<file path="src/rtl/uart_reg_bridge.sv">
// UART command engine: pops W/R frames from the RX FIFO, drives a byte-wide register bus,
// and pushes one response byte per frame. Optional trailing XOR checksum: `define UART_BRIDGE_CHKSUM_EN.
`timescale 1ns/1ps

module uart_reg_bridge #(
    parameter int              DBIT        = 8,
    parameter logic [DBIT-1:0] CMD_WR      = 8'h57,
    parameter logic [DBIT-1:0] CMD_RD      = 8'h52,
    parameter logic [DBIT-1:0] RSP_ACK     = 8'h4B,
    parameter logic [DBIT-1:0] RSP_ERR     = 8'h45,
    parameter int              TIMEOUT_CYC = 100000
) (
    input  logic            clk,
    input  logic            rst_n,
    input  logic            rx_empty,
    input  logic [DBIT-1:0] r_data,
    output logic            rd_uart,
    input  logic            tx_full,
    output logic            wr_uart,
    output logic [DBIT-1:0] w_data,
    output logic            reg_wr,
    output logic            reg_rd,
    output logic [DBIT-1:0] reg_addr,
    output logic [DBIT-1:0] reg_wdata,
    input  logic [DBIT-1:0] reg_rdata,
    output logic            busy,
    output logic            frame_err
);

    localparam int TW = $clog2(TIMEOUT_CYC + 1);
    localparam logic [TW-1:0] TMO_LAST = TW'(TIMEOUT_CYC - 1);

    typedef enum logic [3:0] {
        CMD_REQ, CMD_CAP, ADDR_REQ, ADDR_CAP, DATA_REQ, DATA_CAP,
`ifdef UART_BRIDGE_CHKSUM_EN
        CHK_REQ, CHK_CAP,
`endif
        WR_ISSUE, RD_ISSUE, RD_CAP, SEND
    } state_t;

    state_t          state, state_n;
    logic [DBIT-1:0] cmd;
    logic [DBIT-1:0] resp, resp_n;
    logic [TW-1:0]   tmo_cnt, tmo_n;
`ifdef UART_BRIDGE_CHKSUM_EN
    logic [DBIT-1:0] chk_exp;
    assign chk_exp = cmd ^ reg_addr ^ ((cmd == CMD_WR) ? reg_wdata : '0);
`endif

    assign busy   = (state != CMD_REQ);
    assign w_data = resp;

    // NOTE: every combinational output gets a default before the case so no path infers a latch.
    always_comb begin
        state_n   = state;
        resp_n    = resp;
        tmo_n     = tmo_cnt;
        rd_uart   = 1'b0;
        wr_uart   = 1'b0;
        reg_wr    = 1'b0;
        reg_rd    = 1'b0;
        frame_err = 1'b0;
        unique case (state)
            CMD_REQ: begin
                rd_uart = !rx_empty;
                if (!rx_empty) state_n = CMD_CAP;
            end
            CMD_CAP: begin
                tmo_n = '0;
                if (r_data == CMD_WR || r_data == CMD_RD) begin
                    state_n = ADDR_REQ;
                end else begin
                    resp_n    = RSP_ERR;
                    frame_err = 1'b1;
                    state_n   = SEND;
                end
            end
            ADDR_REQ: begin
                rd_uart = !rx_empty;
                if (!rx_empty)                 state_n = ADDR_CAP;
                else if (tmo_cnt == TMO_LAST) begin
                    frame_err = 1'b1;
                    tmo_n     = '0;
                    state_n   = CMD_REQ;
                end else                       tmo_n = tmo_cnt + TW'(1);
            end
            ADDR_CAP: begin
                tmo_n = '0;
`ifdef UART_BRIDGE_CHKSUM_EN
                state_n = (cmd == CMD_WR) ? DATA_REQ : CHK_REQ;
`else
                state_n = (cmd == CMD_WR) ? DATA_REQ : RD_ISSUE;
`endif
            end
            DATA_REQ: begin
                rd_uart = !rx_empty;
                if (!rx_empty)                 state_n = DATA_CAP;
                else if (tmo_cnt == TMO_LAST) begin
                    frame_err = 1'b1;
                    tmo_n     = '0;
                    state_n   = CMD_REQ;
                end else                       tmo_n = tmo_cnt + TW'(1);
            end
            DATA_CAP: begin
                tmo_n = '0;
`ifdef UART_BRIDGE_CHKSUM_EN
                state_n = CHK_REQ;
`else
                state_n = WR_ISSUE;
`endif
            end
`ifdef UART_BRIDGE_CHKSUM_EN
            CHK_REQ: begin
                rd_uart = !rx_empty;
                if (!rx_empty)                 state_n = CHK_CAP;
                else if (tmo_cnt == TMO_LAST) begin
                    frame_err = 1'b1;
                    tmo_n     = '0;
                    state_n   = CMD_REQ;
                end else                       tmo_n = tmo_cnt + TW'(1);
            end
            CHK_CAP: begin
                tmo_n = '0;
                if (r_data == chk_exp) begin
                    state_n = (cmd == CMD_WR) ? WR_ISSUE : RD_ISSUE;
                end else begin
                    resp_n    = RSP_ERR;
                    frame_err = 1'b1;
                    state_n   = SEND;
                end
            end
`endif
            WR_ISSUE: begin
                reg_wr  = 1'b1;
                resp_n  = RSP_ACK;
                state_n = SEND;
            end
            RD_ISSUE: begin
                reg_rd  = 1'b1;
                state_n = RD_CAP;
            end
            RD_CAP: begin
                resp_n  = reg_rdata;
                state_n = SEND;
            end
            SEND: begin
                wr_uart = !tx_full;
                if (!tx_full) state_n = CMD_REQ;
            end
            default: state_n = CMD_REQ;
        endcase
    end

    // NOTE: sequential state uses non-blocking assignments so every register samples pre-edge values.
    always_ff @(posedge clk) begin
        if (!rst_n) begin
            state     <= CMD_REQ;
            cmd       <= '0;
            reg_addr  <= '0;
            reg_wdata <= '0;
            resp      <= '0;
            tmo_cnt   <= '0;
        end else begin
            state   <= state_n;
            resp    <= resp_n;
            tmo_cnt <= tmo_n;
            if (state == CMD_CAP)  cmd       <= r_data;
            if (state == ADDR_CAP) reg_addr  <= r_data;
            if (state == DATA_CAP) reg_wdata <= r_data;
        end
    end

endmodule
</file>
<file path="config.mk">
export PLATFORM = sky130hd
export DESIGN_NAME = uart_reg_bridge
export DESIGN_NICKNAME = d
export VERILOG_FILES = /design/src/rtl/uart_reg_bridge.sv
export SDC_FILE = /design/constraint.sdc
export NUM_CORES = 1
export LEC_CHECK = 0
export ABC_AREA = 1
export CAP_MARGIN = 20
export CORE_MARGIN = 8
export CORE_UTILIZATION = 60
export CTS_BUF_LIST = sky130_fd_sc_hd__clkbuf_4
export DETAILED_ROUTE_END_ITERATION = 10
export DONT_BUFFER_PORTS = 1
export PLACE_DENSITY = 0.76
export SLEW_MARGIN = 30
export SYNTH_ARGS = -nofsm -noshare
export SYNTH_HDL_FRONTEND = slang
export SYNTH_SLANG_ARGS = --single-unit
</file>
<file path="constraint.sdc">
create_clock -name clk -period 4.6 [get_ports clk]
set_clock_uncertainty 0.05 [all_clocks]
set_input_delay 0.46 -clock clk [delete_from_list [all_inputs] [get_ports clk]]
set_output_delay 0.46 -clock clk [all_outputs]
set_load 0.05 [all_outputs]
</file>
==> impl_metrics.toml <==
[global_route]
grt_start_max_net_pins = 36
first_global_vias = 2044
grt-ovfl-total = 0
groute.usage.overall_pct = 17.6
wire_length_of_the_first_global_routing_pass_mm = 9.29
grt_antenna_before_repair = 0

[worst_hold_path]
min-delay-start = "rst_n"
hp-class = "input pin to flop"

[drt]
finalWirelength_mm = 5.65
dr.pass1.iters = 4
residual_drc = 0
route.antenna.remaining_nets = 0
first_iter_violations = 156
routed_via_density = 5.34
routedWlPerCell_um = 13.1
vias = 2309

[critical_path]
ff2ff_path_depth = 9
cp-endpoint = "frame_err"
cp_data_required_time_ns = 4.09
critPathMaxFanout = 11
worst_setup_path_end_kind = "output pin"
start_point_of_the_critical_path = "state[2]"
r2r-end = "state[3]"
worst_ep_arrival_time_ns = 2.51
critical_path_class = "flop to output pin"
startpoint_type = "flop"
worst_r2r_startpoint = "state[2]"
rrSetupSlack_ns = 2.54

[clock_network]
cts_hold_buf = 0
clock_tree.buffer_depth = 2
cts_tree = "built"
cts_post_setup_buffers_inserted = 0
tritoncts.num_buffers = 5
cts.repair.resized = 0
cts_root_buffer = "sky130_fd_sc_hd__clkbuf_4"
clkTransAtPathRegs_ns = 0.14
clk_latency_ns = 0.37
tritoncts_num_sinks = 53
htreeDepth = 2

[logic_synthesis]
syn_area_um2 = 2520
yosysWarnings = 0
synth_seq_cells = 53
count_of_distinct_cell_types_in_the_synthesized_netlist = 27
gate_count_after_technology_mapping = 382
synthesis.area_per_instance_um2 = 6.60
synth_sequential_area_ratio_pct = 42.1
syn-num-nets = 403

[outcome]
outcome = "complete, no violations"

[sta]
drv_slew = 0
holdWs_ns = 0.130
setup_failing_eps_final = 0
layout_min_cycle_time_ns = 3.02
final_hold_viol_count = 0
max_freq_mhz = 331
transition_time_of_the_tightest_slew_check_pin_ns = 0.982
slew-limit-headroom_pct = 34.1
final_min_period_over_clock_period_pct = 65.7
rsz0062_at_grt = "false"
timing.setup.tns_ns = 0

[layout]
fin_util_pct = 64.6
layout-drive-gt1-share_pct = 6.02
finish.net_count = 402
most-common-layout-cells = "sky130_fd_sc_hd__nand2_1, sky130_fd_sc_hd__nor2_1, sky130_fd_sc_hd__dfxtp_1, sky130_fd_sc_hd__inv_1, sky130_fd_sc_hd__a21oi_1"
number_of_antenna_repair_diodes = 0
mostFrequentLayoutCell = "sky130_fd_sc_hd__nand2_1"
final-instance-count-excl-fill = 432
synthToLayoutAreaGrowth_pct = 3.22

[floorplanning]
row_count = 23
floorplan.initialDensity_pct = 62.6
design.die.area_um2 = 6540
core_um2 = 4030
die_height_um = 80.8
ioPinCount = 50
floorplan.die.width_um = 80.8

[pwr]
power_density_nw_per_um2 = 403
vdd.ir_drop.worst_mv = 0.315
leakage_power_nw = 1.12
totalPowerFinal_w = 0.00105

[place]
routabilityCongestion = 0.955
placedCellCount = 424
dpl_wire_length_mm = 4.19
numPortBuffers = 0

[job]
maxCapViolations = 0
## how the worst min path moves through the flow
stage / endpoint / slack [ns] / cells past startpoint
after CTS: state[3] / 0.11 / 2
after global routing: cmd[6] / 0.11 / 2
final: state[3] / 0.13 / 2
after global placement: cmd[7] / 0.39 / 2
after detailed placement: cmd[7] / 0.40 / 2
after floorplan: cmd[5] / 0.38 / 2
## registers in the layout (all words and copies together) (netlist names)
name       cells
state          4
reg_wdata      8
cmd            8
w_data         8
reg_addr       8
tmo_cnt       17
## through the flow
step / area, µm² / setup WS, ns
after floorplan: 2520 / 1.96
after global placement: 2540 / 2.11
after detailed placement: 2540 / 2.00
after CTS: 2600 / 1.55
after global routing: 2600 / 1.36
final: 2600 / 1.58
## per-layer routing
layer / global-route usage (%) / wire length, µm / vias to the layer above
li1: - / - / 1217
met1: 23.3 / 2600 / 1024
met2: 26.9 / 2550 / 63
met3: 5.08 / 441 / 5
met4: 5.71 / 66 / 0
met5: 0 / 0 / -
## cell families after synthesis
| logic type | Yosys count | synth area share (%) |
|---|---|---|
| AND/OR/NAND/NOR | 196 | 32.7 |
| AO/OA/AOI/OAI | 74 | 15.3 |
| buffers and inverters | 58 | 9.42 |
| flip-flops | 53 | 42.1 |
| adder cells (fa/ha/maj) | 1 | 0.496 |
## synth_stat cells
library cell / instances / area share [%]
sky130_fd_sc_hd__nand2_1: 81 / 12
sky130_fd_sc_hd__nor2_1: 69 / 10
sky130_fd_sc_hd__dfxtp_1: 53 / 42
sky130_fd_sc_hd__inv_1: 48 / 7.1
sky130_fd_sc_hd__a21oi_1: 35 / 6.9
sky130_fd_sc_hd__o21ai_0: 33 / 6.5
sky130_fd_sc_hd__nand3_1: 22 / 4.4
sky130_fd_sc_hd__nand4_1: 6 / 1.5
sky130_fd_sc_hd__nor3_1: 6 / 1.2
sky130_fd_sc_hd__nor2_2: 4 / 0.99
sky130_fd_sc_hd__buf_4: 3 / 0.89
sky130_fd_sc_hd__clkbuf_1: 3 / 0.45
sky130_fd_sc_hd__a21oi_2: 2 / 0.69
sky130_fd_sc_hd__nand2_2: 2 / 0.50
sky130_fd_sc_hd__o211ai_1: 2 / 0.60
sky130_fd_sc_hd__or2_2: 2 / 0.50
sky130_fd_sc_hd__buf_1: 1 / 0.15
sky130_fd_sc_hd__buf_2: 1 / 0.20
sky130_fd_sc_hd__buf_6: 1 / 0.45
sky130_fd_sc_hd__ha_1: 1 / 0.50
sky130_fd_sc_hd__inv_2: 1 / 0.15
sky130_fd_sc_hd__nand2_4: 1 / 0.45
sky130_fd_sc_hd__nand3_2: 1 / 0.40
sky130_fd_sc_hd__nand3b_1: 1 / 0.30
sky130_fd_sc_hd__nor4_1: 1 / 0.25
sky130_fd_sc_hd__o21ai_1: 1 / 0.20
sky130_fd_sc_hd__o21bai_1: 1 / 0.30
## where the power goes
group	internal (W)	switching [W]	total, W
combinational	0.0000603	0.000188	0.000248
sequential	0.000503	0.0000853	0.000589
clock	0.0000674	0.000145	0.000212
total	0.000631	0.000418	0.00105
## area by class of cell
cell class,count,area [µm²]
fill,428,1430
multi-input combinational,271,1230
sequential,53,1060
inverter,49,184
tap,50,62.6
clock buffer,6,45.0
clock inverter,2,13.8
timing repair buffer,1,7.51
## worst max-delay path, stage by stage, from the launching register on
cell,delay [ns]
sky130_fd_sc_hd__dfxtp_1,0.38
sky130_fd_sc_hd__nor2_1,0.23
sky130_fd_sc_hd__inv_1,0.11
sky130_fd_sc_hd__nor2_1,0.48
sky130_fd_sc_hd__nand2_1,0.33
sky130_fd_sc_hd__o21ai_1,0.61
Power figures use the tool's default switching activity.
